File: config.mk
export PLATFORM = sky130hd
export DESIGN_NAME = bram_access_arbiter_flat
export DESIGN_NICKNAME = d
export VERILOG_FILES = /design/src/rtl/bram_access_arbiter_pkg.sv /design/src/rtl/bram_access_arbiter_if.sv /design/src/rtl/bram_access_arbiter_rr_arbiter2.sv /design/src/rtl/bram_access_arbiter.sv /design/src/flat_wrapper.sv
export SDC_FILE = /design/constraint.sdc
export NUM_CORES = 1
export LEC_CHECK = 0
export BUFFER_PORTS_ARGS = -buffer_cell sky130_fd_sc_hd__buf_2
export CORE_MARGIN = 10
export CORE_UTILIZATION = 39
export DETAILED_ROUTE_END_ITERATION = 16
export HOLD_SLACK_MARGIN = 0.08
export PLACE_DENSITY = 0.81
export SLEW_MARGIN = 10
export SYNTH_ARGS = -nofsm -noshare
export SYNTH_HDL_FRONTEND = slang
export SYNTH_SLANG_ARGS = --single-unit
File: constraint.sdc
create_clock -name clock -period 1.5 [get_ports clock]
set_input_delay 0.075 -clock clock [delete_from_list [all_inputs] [get_ports clock]]
set_output_delay 0.075 -clock clock [all_outputs]
set_load 0.01 [all_outputs]
File: src/rtl/bram_access_arbiter_pkg.sv
// Shared types for the BRAM access arbiter: controller states, requester id
// and the registered read-response tag.
package bram_access_arbiter_pkg;

    typedef enum logic {
        IDLE  = 1'b0,
        CLEAR = 1'b1
    } state_t;

    typedef logic req_id_t;

    // Read request as seen by one requester (address width fixed at the widest supported)
    typedef struct packed {
        logic        valid;
        logic [31:0] addr;
    } rd_req_t;

    typedef struct packed {
        logic        valid;
        logic [31:0] addr;
        logic [31:0] data;
    } wr_req_t;

    // Response qualifier that travels one cycle behind the read grant
    typedef struct packed {
        logic    vld;
        req_id_t tag;
    } rsp_tag_t;

    function automatic req_id_t grant_to_id(input logic [1:0] grant);
        return grant[1];
    endfunction

endpackage

File: src/rtl/bram_access_arbiter_if.sv
// Bundle of requester read/write handshakes, clear control and the BRAM port.
interface bram_access_arbiter_if #(
    parameter int DATA_WIDTH    = 16,
    parameter int ADDRESS_WIDTH = 11
);
    logic                     rd_valid_0, rd_valid_1;
    logic [ADDRESS_WIDTH-1:0] rd_addr_0, rd_addr_1;
    logic                     rd_ready_0, rd_ready_1;
    logic                     rsp_valid_0, rsp_valid_1;
    logic [DATA_WIDTH-1:0]    rsp_data;

    logic                     wr_valid_0, wr_valid_1;
    logic [ADDRESS_WIDTH-1:0] wr_addr_0, wr_addr_1;
    logic [DATA_WIDTH-1:0]    wr_data_0, wr_data_1;
    logic                     wr_ready_0, wr_ready_1;

    logic                     clear_start, clear_busy, clear_done;

    logic [ADDRESS_WIDTH-1:0] bram_raddr;
    logic [DATA_WIDTH-1:0]    bram_dout;
    logic                     bram_wen;
    logic [ADDRESS_WIDTH-1:0] bram_waddr;
    logic [DATA_WIDTH-1:0]    bram_din;

    modport slave (
        input  rd_valid_0, rd_valid_1, rd_addr_0, rd_addr_1,
        output rd_ready_0, rd_ready_1, rsp_valid_0, rsp_valid_1, rsp_data,
        input  wr_valid_0, wr_valid_1, wr_addr_0, wr_addr_1, wr_data_0, wr_data_1,
        output wr_ready_0, wr_ready_1,
        input  clear_start,
        output clear_busy, clear_done,
        output bram_raddr, bram_wen, bram_waddr, bram_din,
        input  bram_dout
    );

    modport master (
        output rd_valid_0, rd_valid_1, rd_addr_0, rd_addr_1,
        input  rd_ready_0, rd_ready_1, rsp_valid_0, rsp_valid_1, rsp_data,
        output wr_valid_0, wr_valid_1, wr_addr_0, wr_addr_1, wr_data_0, wr_data_1,
        input  wr_ready_0, wr_ready_1,
        output clear_start,
        input  clear_busy, clear_done,
        input  bram_raddr, bram_wen, bram_waddr, bram_din,
        output bram_dout
    );
endinterface

File: src/rtl/bram_access_arbiter_rr_arbiter2.sv
// Two-input round-robin arbiter; priority passes to the other requester
// whenever a grant is issued.
module rr_arbiter2 (
    input  logic       clock,
    input  logic       reset,
    input  logic       enable,
    input  logic [1:0] valid,
    output logic [1:0] grant
);
    logic pri_p0;  // requester currently holding priority

    always_comb begin
        grant = 2'b00;
        if (enable) begin
            if (valid == 2'b11) grant[pri_p0] = 1'b1;
            else                grant = valid;
        end
    end

    always_ff @(posedge clock) begin
        if (reset)       pri_p0 <= 1'b0;
        else if (|grant) pri_p0 <= grant[0];
    end
endmodule

File: src/rtl/bram_access_arbiter.sv
// Arbitrates two requesters onto a simple-dual-port BRAM with independent
// read/write round-robin and a sequencer that zeroes the whole array.
module bram_access_arbiter
    import bram_access_arbiter_pkg::*;
#(
    parameter int DATA_WIDTH    = 16,
    parameter int ADDRESS_WIDTH = 11
) (
    input logic                   clock,
    input logic                   reset,
    bram_access_arbiter_if.slave  bus
);
    state_t                   state;
    logic [ADDRESS_WIDTH-1:0] clear_cnt;
    logic                     clear_done_p0;
    rsp_tag_t                 rsp_p0;
    logic [ADDRESS_WIDTH-1:0] raddr_last_p0;

    logic                     idle_active;
    logic [1:0]               rd_grant, wr_grant;
    logic [ADDRESS_WIDTH-1:0] rd_addr_sel, wr_addr_sel;
    logic [DATA_WIDTH-1:0]    wr_data_sel;

    // Reset gates every grant and write so nothing reaches the BRAM on the reset edge
    assign idle_active = (state == IDLE) && !reset;

    rr_arbiter2 u_rd_arb (
        .clock  (clock),
        .reset  (reset),
        .enable (idle_active),
        .valid  ({bus.rd_valid_1, bus.rd_valid_0}),
        .grant  (rd_grant)
    );

    rr_arbiter2 u_wr_arb (
        .clock  (clock),
        .reset  (reset),
        .enable (idle_active),
        .valid  ({bus.wr_valid_1, bus.wr_valid_0}),
        .grant  (wr_grant)
    );

    assign bus.rd_ready_0 = rd_grant[0];
    assign bus.rd_ready_1 = rd_grant[1];
    assign bus.wr_ready_0 = wr_grant[0];
    assign bus.wr_ready_1 = wr_grant[1];

    assign rd_addr_sel = rd_grant[1] ? bus.rd_addr_1 : bus.rd_addr_0;
    assign wr_addr_sel = wr_grant[1] ? bus.wr_addr_1 : bus.wr_addr_0;
    assign wr_data_sel = wr_grant[1] ? bus.wr_data_1 : bus.wr_data_0;

    assign bus.bram_raddr = (|rd_grant) ? rd_addr_sel : raddr_last_p0;

    always_comb begin
        bus.bram_wen   = 1'b0;
        bus.bram_waddr = '0;
        bus.bram_din   = '0;
        if (state == CLEAR && !reset) begin
            bus.bram_wen   = 1'b1;
            bus.bram_waddr = clear_cnt;
        end else if (|wr_grant) begin
            bus.bram_wen   = 1'b1;
            bus.bram_waddr = wr_addr_sel;
            bus.bram_din   = wr_data_sel;
        end
    end

    always_ff @(posedge clock) begin
        if (reset) begin
            state         <= IDLE;
            clear_cnt     <= '0;
            clear_done_p0 <= 1'b0;
        end else begin
            clear_done_p0 <= 1'b0;
            case (state)
                IDLE: if (bus.clear_start) state <= CLEAR;
                CLEAR: begin
                    clear_cnt <= clear_cnt + 1'b1;
                    if (clear_cnt == '1) begin
                        state         <= IDLE;
                        clear_done_p0 <= 1'b1;
                    end
                end
                default: state <= IDLE;
            endcase
        end
    end

    // ---- p0: read grant registered alongside the BRAM's own output register
    always_ff @(posedge clock) begin
        if (reset) begin
            rsp_p0        <= '0;
            raddr_last_p0 <= '0;
        end else begin
            rsp_p0.vld <= |rd_grant;
            rsp_p0.tag <= grant_to_id(rd_grant);
            if (|rd_grant) raddr_last_p0 <= rd_addr_sel;
        end
    end

    assign bus.rsp_valid_0 = rsp_p0.vld && (rsp_p0.tag == 1'b0);
    assign bus.rsp_valid_1 = rsp_p0.vld && (rsp_p0.tag == 1'b1);
    assign bus.rsp_data    = bus.bram_dout;
    assign bus.clear_busy  = (state == CLEAR);
    assign bus.clear_done  = clear_done_p0;
endmodule
File: src/flat_wrapper.sv
// flat-port wrapper written by rule: the top's interface ports become plain ports
module bram_access_arbiter_flat import bram_access_arbiter_pkg::*;
#(
    parameter int DATA_WIDTH    = 16,
    parameter int ADDRESS_WIDTH = 11
)
  (clock, reset, bus_rd_valid_0, bus_rd_valid_1, bus_rd_addr_0, bus_rd_addr_1, bus_rd_ready_0, bus_rd_ready_1, bus_rsp_valid_0, bus_rsp_valid_1, bus_rsp_data, bus_wr_valid_0, bus_wr_valid_1, bus_wr_addr_0, bus_wr_addr_1, bus_wr_data_0, bus_wr_data_1, bus_wr_ready_0, bus_wr_ready_1, bus_clear_start, bus_clear_busy, bus_clear_done, bus_bram_raddr, bus_bram_wen, bus_bram_waddr, bus_bram_din, bus_bram_dout);
  bram_access_arbiter_if #(.DATA_WIDTH(DATA_WIDTH), .ADDRESS_WIDTH(ADDRESS_WIDTH)) bus_i ();
  input logic clock;
  input logic reset;
  input wire logic [$bits(bus_i.rd_valid_0)-1:0] bus_rd_valid_0;
  input wire logic [$bits(bus_i.rd_valid_1)-1:0] bus_rd_valid_1;
  input wire logic [$bits(bus_i.rd_addr_0)-1:0] bus_rd_addr_0;
  input wire logic [$bits(bus_i.rd_addr_1)-1:0] bus_rd_addr_1;
  output wire logic [$bits(bus_i.rd_ready_0)-1:0] bus_rd_ready_0;
  output wire logic [$bits(bus_i.rd_ready_1)-1:0] bus_rd_ready_1;
  output wire logic [$bits(bus_i.rsp_valid_0)-1:0] bus_rsp_valid_0;
  output wire logic [$bits(bus_i.rsp_valid_1)-1:0] bus_rsp_valid_1;
  output wire logic [$bits(bus_i.rsp_data)-1:0] bus_rsp_data;
  input wire logic [$bits(bus_i.wr_valid_0)-1:0] bus_wr_valid_0;
  input wire logic [$bits(bus_i.wr_valid_1)-1:0] bus_wr_valid_1;
  input wire logic [$bits(bus_i.wr_addr_0)-1:0] bus_wr_addr_0;
  input wire logic [$bits(bus_i.wr_addr_1)-1:0] bus_wr_addr_1;
  input wire logic [$bits(bus_i.wr_data_0)-1:0] bus_wr_data_0;
  input wire logic [$bits(bus_i.wr_data_1)-1:0] bus_wr_data_1;
  output wire logic [$bits(bus_i.wr_ready_0)-1:0] bus_wr_ready_0;
  output wire logic [$bits(bus_i.wr_ready_1)-1:0] bus_wr_ready_1;
  input wire logic [$bits(bus_i.clear_start)-1:0] bus_clear_start;
  output wire logic [$bits(bus_i.clear_busy)-1:0] bus_clear_busy;
  output wire logic [$bits(bus_i.clear_done)-1:0] bus_clear_done;
  output wire logic [$bits(bus_i.bram_raddr)-1:0] bus_bram_raddr;
  output wire logic [$bits(bus_i.bram_wen)-1:0] bus_bram_wen;
  output wire logic [$bits(bus_i.bram_waddr)-1:0] bus_bram_waddr;
  output wire logic [$bits(bus_i.bram_din)-1:0] bus_bram_din;
  input wire logic [$bits(bus_i.bram_dout)-1:0] bus_bram_dout;
  assign bus_i.rd_valid_0 = bus_rd_valid_0;
  assign bus_i.rd_valid_1 = bus_rd_valid_1;
  assign bus_i.rd_addr_0 = bus_rd_addr_0;
  assign bus_i.rd_addr_1 = bus_rd_addr_1;
  assign bus_rd_ready_0 = bus_i.rd_ready_0;
  assign bus_rd_ready_1 = bus_i.rd_ready_1;
  assign bus_rsp_valid_0 = bus_i.rsp_valid_0;
  assign bus_rsp_valid_1 = bus_i.rsp_valid_1;
  assign bus_rsp_data = bus_i.rsp_data;
  assign bus_i.wr_valid_0 = bus_wr_valid_0;
  assign bus_i.wr_valid_1 = bus_wr_valid_1;
  assign bus_i.wr_addr_0 = bus_wr_addr_0;
  assign bus_i.wr_addr_1 = bus_wr_addr_1;
  assign bus_i.wr_data_0 = bus_wr_data_0;
  assign bus_i.wr_data_1 = bus_wr_data_1;
  assign bus_wr_ready_0 = bus_i.wr_ready_0;
  assign bus_wr_ready_1 = bus_i.wr_ready_1;
  assign bus_i.clear_start = bus_clear_start;
  assign bus_clear_busy = bus_i.clear_busy;
  assign bus_clear_done = bus_i.clear_done;
  assign bus_bram_raddr = bus_i.bram_raddr;
  assign bus_bram_wen = bus_i.bram_wen;
  assign bus_bram_waddr = bus_i.bram_waddr;
  assign bus_bram_din = bus_i.bram_din;
  assign bus_i.bram_dout = bus_bram_dout;
  bram_access_arbiter #(.DATA_WIDTH(DATA_WIDTH), .ADDRESS_WIDTH(ADDRESS_WIDTH)) u_core (.clock(clock), .reset(reset), .bus(bus_i));
endmodule
# Yosys cells after proc, flatten, opt, wreduce, memory -nomap -nowiden
# Index checks and enable logic that the tools add are counted.
[word_totals]
regBits = 28
latchBits = 0
mem_bits_rw = 0
rom_bits = 0
in_bits = 99
out_inout_bits = 63
wordCells = 50
memories = 0
[classes]
addsub = 1
multipliers = 0
n_div = 0
n_lt_le_gt_ge = 4
n_eq_ne = 3
shifts = 0
n_mux = 22
n_bitwise = 2
reduce_logical = 10
[ops]
columns = ["operator", "n"]
rows = [
  ["$mux 11", 5],
  ["$mux 16", 3],
  ["$add 11x1->11 const B", 1],
  ["$eq 11x11->1 const B", 1],
  ["$mux 2", 4],
  ["$mux 1", 7],
  ["$logic_and 1x1->1", 6],
  ["$reduce_or 2->1", 3],
  ["$eq 2x2->1 const B", 2],
  ["$lt 1x2->1 const B", 2],
  ["$demux 1 s1", 2],
  ["$ge 1x1->1 const B", 2],
  ["$not 1->1", 2],
  ["$pmux 1 s2", 1],
  ["$logic_not 1->1", 1],
]

# Longest topological paths before layout
[depth]
depth_word = 9
mapped_depth = 6
depth_no_buf = 5

# Hierarchy
# Synthesis repeated with hierarchy kept, for this count alone.
[hier_totals]
cells_unflattened = 242
hier_area_um2 = 1854.3
[by_module_without_submodules]
columns = ["mod", "n_inst", "cells_each", "area_each_um2", "seq_area_each_um2"]
rows = [
  ["bram_access_arbiter", 1, 226, 1744.2, 520.5],
  ["rr_arbiter2", 2, 8, 55.1, 20.0],
]

# Worst setup path before layout
# No wires, ideal clock.
[synth_timing]
path_type = "reg2reg"
from = "reg u_core.state (netlist: u_core.bus.clear_busy)"
to = "reg u_core.raddr_last_p0[6]"
setup_time_ns = 0.128
arrival_time_ns = 1.374
required_time_ns = 1.372
slack_ns = -0.002
stages_incl_launch_ff = 6
path_buffers = 1
synth_period_minus_slack_ns = 1.502
cell_sequence = "dfxtp_1 -> or3b_1 -> buf_6 -> o21ai_1 -> a31oi_1 -> nor2b_1"
[synth_between]
elab_chain_len = 5
elab_cells_between_ends = 6
classes_between = "mux: 3; bitwise: 1; reduce/logical: 2"
[synth_lines]
columns = ["element", "line_no", "source"]
rows = [
  ["from (decl)", "bram_access_arbiter.sv:13", "state_t state;"],
  ["from (signal assigned)", "bram_access_arbiter.sv:70", "state <= IDLE;"],
  ["from (signal assigned)", "bram_access_arbiter.sv:76", "IDLE: if (bus.clear_start) state <= CLEAR;"],
  ["from (signal assigned)", "bram_access_arbiter.sv:80", "state <= IDLE;"],
  ["$not 1->1 (*)", "bram_access_arbiter.sv:25", "assign idle_active = (state == IDLE) && !reset;"],
  ["$logic_and 1x1->1 (*)", "bram_access_arbiter.sv:25", ""],
  ["$mux 2 (*)", "bram_access_arbiter_rr_arbiter2.sv:14", "if (enable) begin"],
  ["$mux 11 or $reduce_or 2->1 (tied branches)", "--", ""],
  ["$mux 11 (*)", "--", ""],
  ["net bus_bram_raddr[6]", "flat_wrapper.sv:31", "output wire logic [$bits(bus_i.bram_raddr)-1:0] bus_bram_raddr;"],
  ["to (signal assigned)", "bram_access_arbiter.sv:97", "if (|rd_grant) raddr_last_p0 <= rd_addr_sel;"],
  ["to (decl)", "bram_access_arbiter.sv:17", "logic [ADDRESS_WIDTH-1:0] raddr_last_p0;"],
]
# Mark *: on every way through the listed nets, which the timed path passes. The rest lies on a longest branch.
# A chain may end at the register's enable or synchronous reset.

# Final worst setup path
[layout_timing]
from = "reg u_core.state (netlist: u_core.bus.clear_busy)"
to = "out bus_bram_raddr[5]"
[layout_between]
elab_chain_len = 5
elab_cells_between_ends = 6
classes_between = "mux: 3; bitwise: 1; reduce/logical: 2"
[layout_lines]
columns = ["element", "line_no"]
rows = [
  ["$not 1->1 (*)", "bram_access_arbiter.sv:25"],
  ["$logic_and 1x1->1 (*)", "bram_access_arbiter.sv:25"],
  ["$mux 2 (*)", "bram_access_arbiter_rr_arbiter2.sv:14"],
  ["$mux 11 or $reduce_or 2->1 (tied branches)", "bram_access_arbiter.sv:48, bram_access_arbiter.sv:52"],
  ["$mux 11 (*)", "--"],
  ["to (decl)", "flat_wrapper.sv:31"],
]
# Every way passes the cells marked *; elsewhere a longest branch is shown, timed or not.

==> impl_metrics.xml <==
<?xml version="1.0" encoding="UTF-8"?>
<metrics>
  <group name="sta">
    <metric name="worst-slew-pin-transition" unit="ns">0.466</metric>
    <metric name="skew" unit="ns">0.00155</metric>
    <metric name="min_period_over_period" unit="">1.07</metric>
    <metric name="final_setup_viols" unit="">32</metric>
    <metric name="max_transition_viols_final" unit="">0</metric>
    <metric name="timing_hold_violations_final" unit="">0</metric>
    <metric name="relSlewSlack" unit="">0.689</metric>
    <metric name="final.hold.worst_slack" unit="ns">0.0923</metric>
    <metric name="period_minus_slack" unit="ns">1.61</metric>
    <metric name="setup_ws" unit="ns">-0.112</metric>
    <metric name="achievable-frequency" unit="MHz">620</metric>
    <metric name="grt_setup_unrepaired" unit="">yes</metric>
  </group>
  <group name="min_path">
    <metric name="worst_hold_path_endpoint" unit="">u_core.u_rd_arb.pri_p0</metric>
    <metric name="holdCritPathClass" unit="">input pin to register</metric>
    <metric name="min_delay_path_depth" unit="">2</metric>
    <metric name="min-delay-start" unit="">reset</metric>
  </group>
  <group name="yosys">
    <metric name="synth_area" unit="µm²">1920</metric>
    <metric name="yosys_most_used_dff" unit="">sky130_fd_sc_hd__dfxtp_1</metric>
    <metric name="syn-num-nets" unit="">353</metric>
    <metric name="synthCells" unit="">253</metric>
    <metric name="ys_async_sr_fraction" unit="">0</metric>
    <metric name="postSynthAreaPerCell" unit="µm²">7.57</metric>
    <metric name="post_synth_edffs" unit="">0</metric>
    <metric name="postSynthRegisterBits" unit="">28</metric>
    <metric name="synth_cell_types" unit="">35</metric>
    <metric name="synth.yosys.warnings" unit="">0</metric>
    <metric name="synth-seq-area-share" unit="">0.293</metric>
  </group>
  <group name="global_routing">
    <metric name="vias_in_the_first_global_route" unit="">2263</metric>
    <metric name="grt_pass1_wl" unit="µm">11000</metric>
    <metric name="globalRouteOverflowTotal" unit="">0</metric>
    <metric name="global_route.usage.total" unit="">0.157</metric>
    <metric name="maximum_number_of_pins_on_one_net_before_global_route_repair" unit="">20</metric>
    <metric name="initial_antenna_violation_count" unit="">0</metric>
  </group>
  <group name="place">
    <metric name="post-dp-hpwl" unit="µm">5310</metric>
    <metric name="dpl-instance-area" unit="µm²">2580</metric>
    <metric name="place_congestion" unit="">0.786</metric>
    <metric name="placement.io_buffers" unit="">129</metric>
  </group>
  <group name="layout">
    <metric name="antenna_cells_inserted" unit="">0</metric>
    <metric name="nets" unit="">486</metric>
    <metric name="final_cell_area" unit="µm²">2990</metric>
    <metric name="areaGrowthSynthToFinish" unit="%">55.8</metric>
    <metric name="drive_above_1_share" unit="">0.506</metric>
  </group>
  <group name="clock_network">
    <metric name="insertion_delay" unit="ns">0.27</metric>
    <metric name="cts.path.max_buffers" unit="">2</metric>
    <metric name="clk_pin_slew" unit="ns">0.10</metric>
    <metric name="tritoncts" unit="">yes</metric>
    <metric name="cts_max_level" unit="">1</metric>
    <metric name="cts.root.buffer_cell" unit="">sky130_fd_sc_hd__clkbuf_8</metric>
    <metric name="cts.sinks" unit="">28</metric>
    <metric name="clock_buffers_created_by_tritoncts" unit="">3</metric>
  </group>
  <group name="power">
    <metric name="power.switching" unit="µW">608</metric>
    <metric name="p_clk_frac" unit="">0.286</metric>
    <metric name="p_sw_frac" unit="">0.291</metric>
    <metric name="power.internal" unit="mW">1.48</metric>
    <metric name="total_leakage_power" unit="nW">1.53</metric>
    <metric name="pwr-share-seq" unit="">0.384</metric>
    <metric name="vdd_drop_max" unit="mV">0.413</metric>
    <metric name="share_comb_of_total_power" unit="">0.330</metric>
    <metric name="power_density" unit="nW/µm²">700</metric>
  </group>
  <group name="floorplanning">
    <metric name="die_width" unit="µm">90.1</metric>
    <metric name="initial_core_util" unit="">0.403</metric>
    <metric name="die_h" unit="µm">90.1</metric>
    <metric name="i_o_pin_total" unit="">162</metric>
    <metric name="core-area" unit="µm²">4750</metric>
    <metric name="dieArea" unit="µm²">8120</metric>
    <metric name="row_count" unit="">25</metric>
  </group>
  <group name="setup_path">
    <metric name="cp_slowest_cell" unit="">sky130_fd_sc_hd__or3b_4</metric>
    <metric name="worst_r2r_endpoint" unit="">u_core.clear_cnt[10]</metric>
    <metric name="cp_top_family" unit="">simple AND/OR/NAND/NOR gates</metric>
    <metric name="reg2reg_depth" unit="">6</metric>
    <metric name="worst_setup_path_start_kind" unit="">register</metric>
    <metric name="regToRegStartpoint" unit="">u_core.bus.clear_busy</metric>
    <metric name="reg2reg_slack" unit="ns">0.11</metric>
    <metric name="worst-endpoint-required" unit="ns">1.42</metric>
    <metric name="timing.critical_path.cells" unit="">or3b_4, o21ai_2, a31oi_2, buf_2</metric>
    <metric name="critical_path_type" unit="">register to output port</metric>
    <metric name="critPathBufInv" unit="">1</metric>
    <metric name="crit_fanout" unit="">8</metric>
    <metric name="critPathCaptureType" unit="">output port</metric>
    <metric name="crit_arrival" unit="ns">1.54</metric>
    <metric name="cp_slowest_stage_delay" unit="ns">0.46</metric>
  </group>
  <group name="drt">
    <metric name="met2WireLength" unit="µm">3380</metric>
    <metric name="drt_drc" unit="">0</metric>
    <metric name="wirelength_met1" unit="µm">3180</metric>
    <metric name="dr_wl_met3" unit="µm">584</metric>
    <metric name="wl_per_cell" unit="µm">16.0</metric>
    <metric name="route.vias.total" unit="">2258</metric>
    <metric name="viasPerCell" unit="">5.00</metric>
    <metric name="drtAntennaViolNets" unit="">0</metric>
    <metric name="initialDrtViolationCount" unit="">59</metric>
    <metric name="routed_wl" unit="µm">7210</metric>
    <metric name="firstDrtPassIters" unit="">4</metric>
    <metric name="maxUsedRoutingLayer" unit="">met4</metric>
  </group>
  <group name="outcome">
    <metric name="violations_in_the_final_reports" unit="">setup timing</metric>
    <metric name="status" unit="">finished, violations left</metric>
  </group>
  <group name="flow_run">
    <metric name="drv.max_cap_violation_count" unit="">0</metric>
  </group>
</metrics>
-- power groups by stage --
stage	clock network, mW	registers (mW)	logic, mW
floorplan	0	0.815	0.356
global placement	0	0.815	0.568
detailed placement	0	0.817	0.578
CTS	0.617	0.802	0.637
global route	0.643	0.808	0.749
finish	0.598	0.802	0.689
-- worst max-delay path by stage --
stage	to	slack [ns]	start	cells past startpoint
after global placement	u_core.raddr_last_p0[6]	0.08	u_core.bus.clear_busy	4
after floorplan	u_core.raddr_last_p0[6]	0.02	u_core.bus.clear_busy	5
after CTS	bus_bram_din[6]	-0.13	u_core.bus.clear_busy	7
after global routing	bus_bram_din[13]	-0.20	u_core.bus.clear_busy	7
after detailed placement	u_core.raddr_last_p0[5]	0.02	u_core.bus.clear_busy	4
final	bus_bram_raddr[5]	-0.11	u_core.bus.clear_busy	4
-- cell usage after synthesis (all sizes together), types with 5 or more instances --
library cell | number | area share
nor2 | 31 | 0.062
dfxtp | 28 | 0.29
buf | 27 | 0.098
mux2i | 27 | 0.14
o21ai | 26 | 0.068
a21oi | 16 | 0.042
nand2 | 16 | 0.031
nand3 | 14 | 0.037
nor2b | 14 | 0.046
a31oi | 11 | 0.036
clkbuf | 6 | 0.012
inv | 5 | 0.0098
xnor2 | 5 | 0.023
-- flip-flops by register name, summed over array words and instances, names as in the netlist --
register,flops
u_core.rsp_p0,2
u_core.u_wr_arb.pri_p0,1
u_core.u_rd_arb.pri_p0,1
u_core.clear_cnt,11
u_core.raddr_last_p0,11
u_core.bus.clear_done,1
u_core.bus.clear_busy,1
-- cells by family (layout without fill, tap and decap cells) --
| kind of cell | after synthesis | after routing | share of synthesized area |
|---|---|---|---|
| compound gates | 58 | 58 | 0.167 |
| xor+xnor | 8 | 8 | 0.0366 |
| fa+ha+maj | 1 | 1 | 0.00653 |
| buf+inv | 38 | 169 | 0.120 |
| flops | 28 | 28 | 0.293 |
| mux | 27 | 27 | 0.141 |
| simple gates | 93 | 94 | 0.236 |
-- cell type report --
cell class | count | area, µm²
clock buffers | 3 | 41.3
well taps | 67 | 83.8
fillers | 423 | 1770
inverters | 5 | 21.3
clock inverters | 1 | 30.0
flip-flops and latches | 28 | 568
repair buffers | 160 | 970
multi-input cells | 188 | 1270
-- per-layer routing --
| layer | vias to the layer above | global-route usage |
|---|---|---|
| met4 | 0 | 0.0358 |
| li1 | 1133 | - |
| met2 | 119 | 0.261 |
| met5 | - | 0 |
| met1 | 998 | 0.191 |
| met3 | 8 | 0.0515 |
-- what timing repair did --
item                                   4_1_cts  5_1_grt
gates resized for setup                     28       33
pin swaps                                    4        4
setup endpoints to repair                   44       42
cloned                                       3        3
endpoints found under the hold margin        1        0
hold buffers                                 1        0
setup buffers                                4        5
-- metrics by stage --
step                TNS [ns]  total power [mW]  std cells   util  worst slack (ns)
global route           -5.68              2.20        452  0.628            -0.197
CTS                    -2.83              2.06        445  0.595            -0.132
finish                 -2.54              2.09        452  0.628            -0.112
global placement           0              1.38        433  0.543            0.0757
floorplan                  0              1.17        253      -            0.0232
detailed placement         0              1.40        433  0.543            0.0152
-- layout by cell type (no fill, tap or decap), types with 11 or more instances in the layout --
master                    synthesis  final
sky130_fd_sc_hd__buf_4           19     17
sky130_fd_sc_hd__buf_2            6    129
sky130_fd_sc_hd__nand2_1         16     14
sky130_fd_sc_hd__mux2i_1         27     26
sky130_fd_sc_hd__a21oi_1         16     16
sky130_fd_sc_hd__dfxtp_1         28     26
sky130_fd_sc_hd__nor2b_1         14     13
sky130_fd_sc_hd__nor2_1          30     30
sky130_fd_sc_hd__o21ai_1         18     12
sky130_fd_sc_hd__nand3_1         14     11
Power figures use the tool's default switching activity.
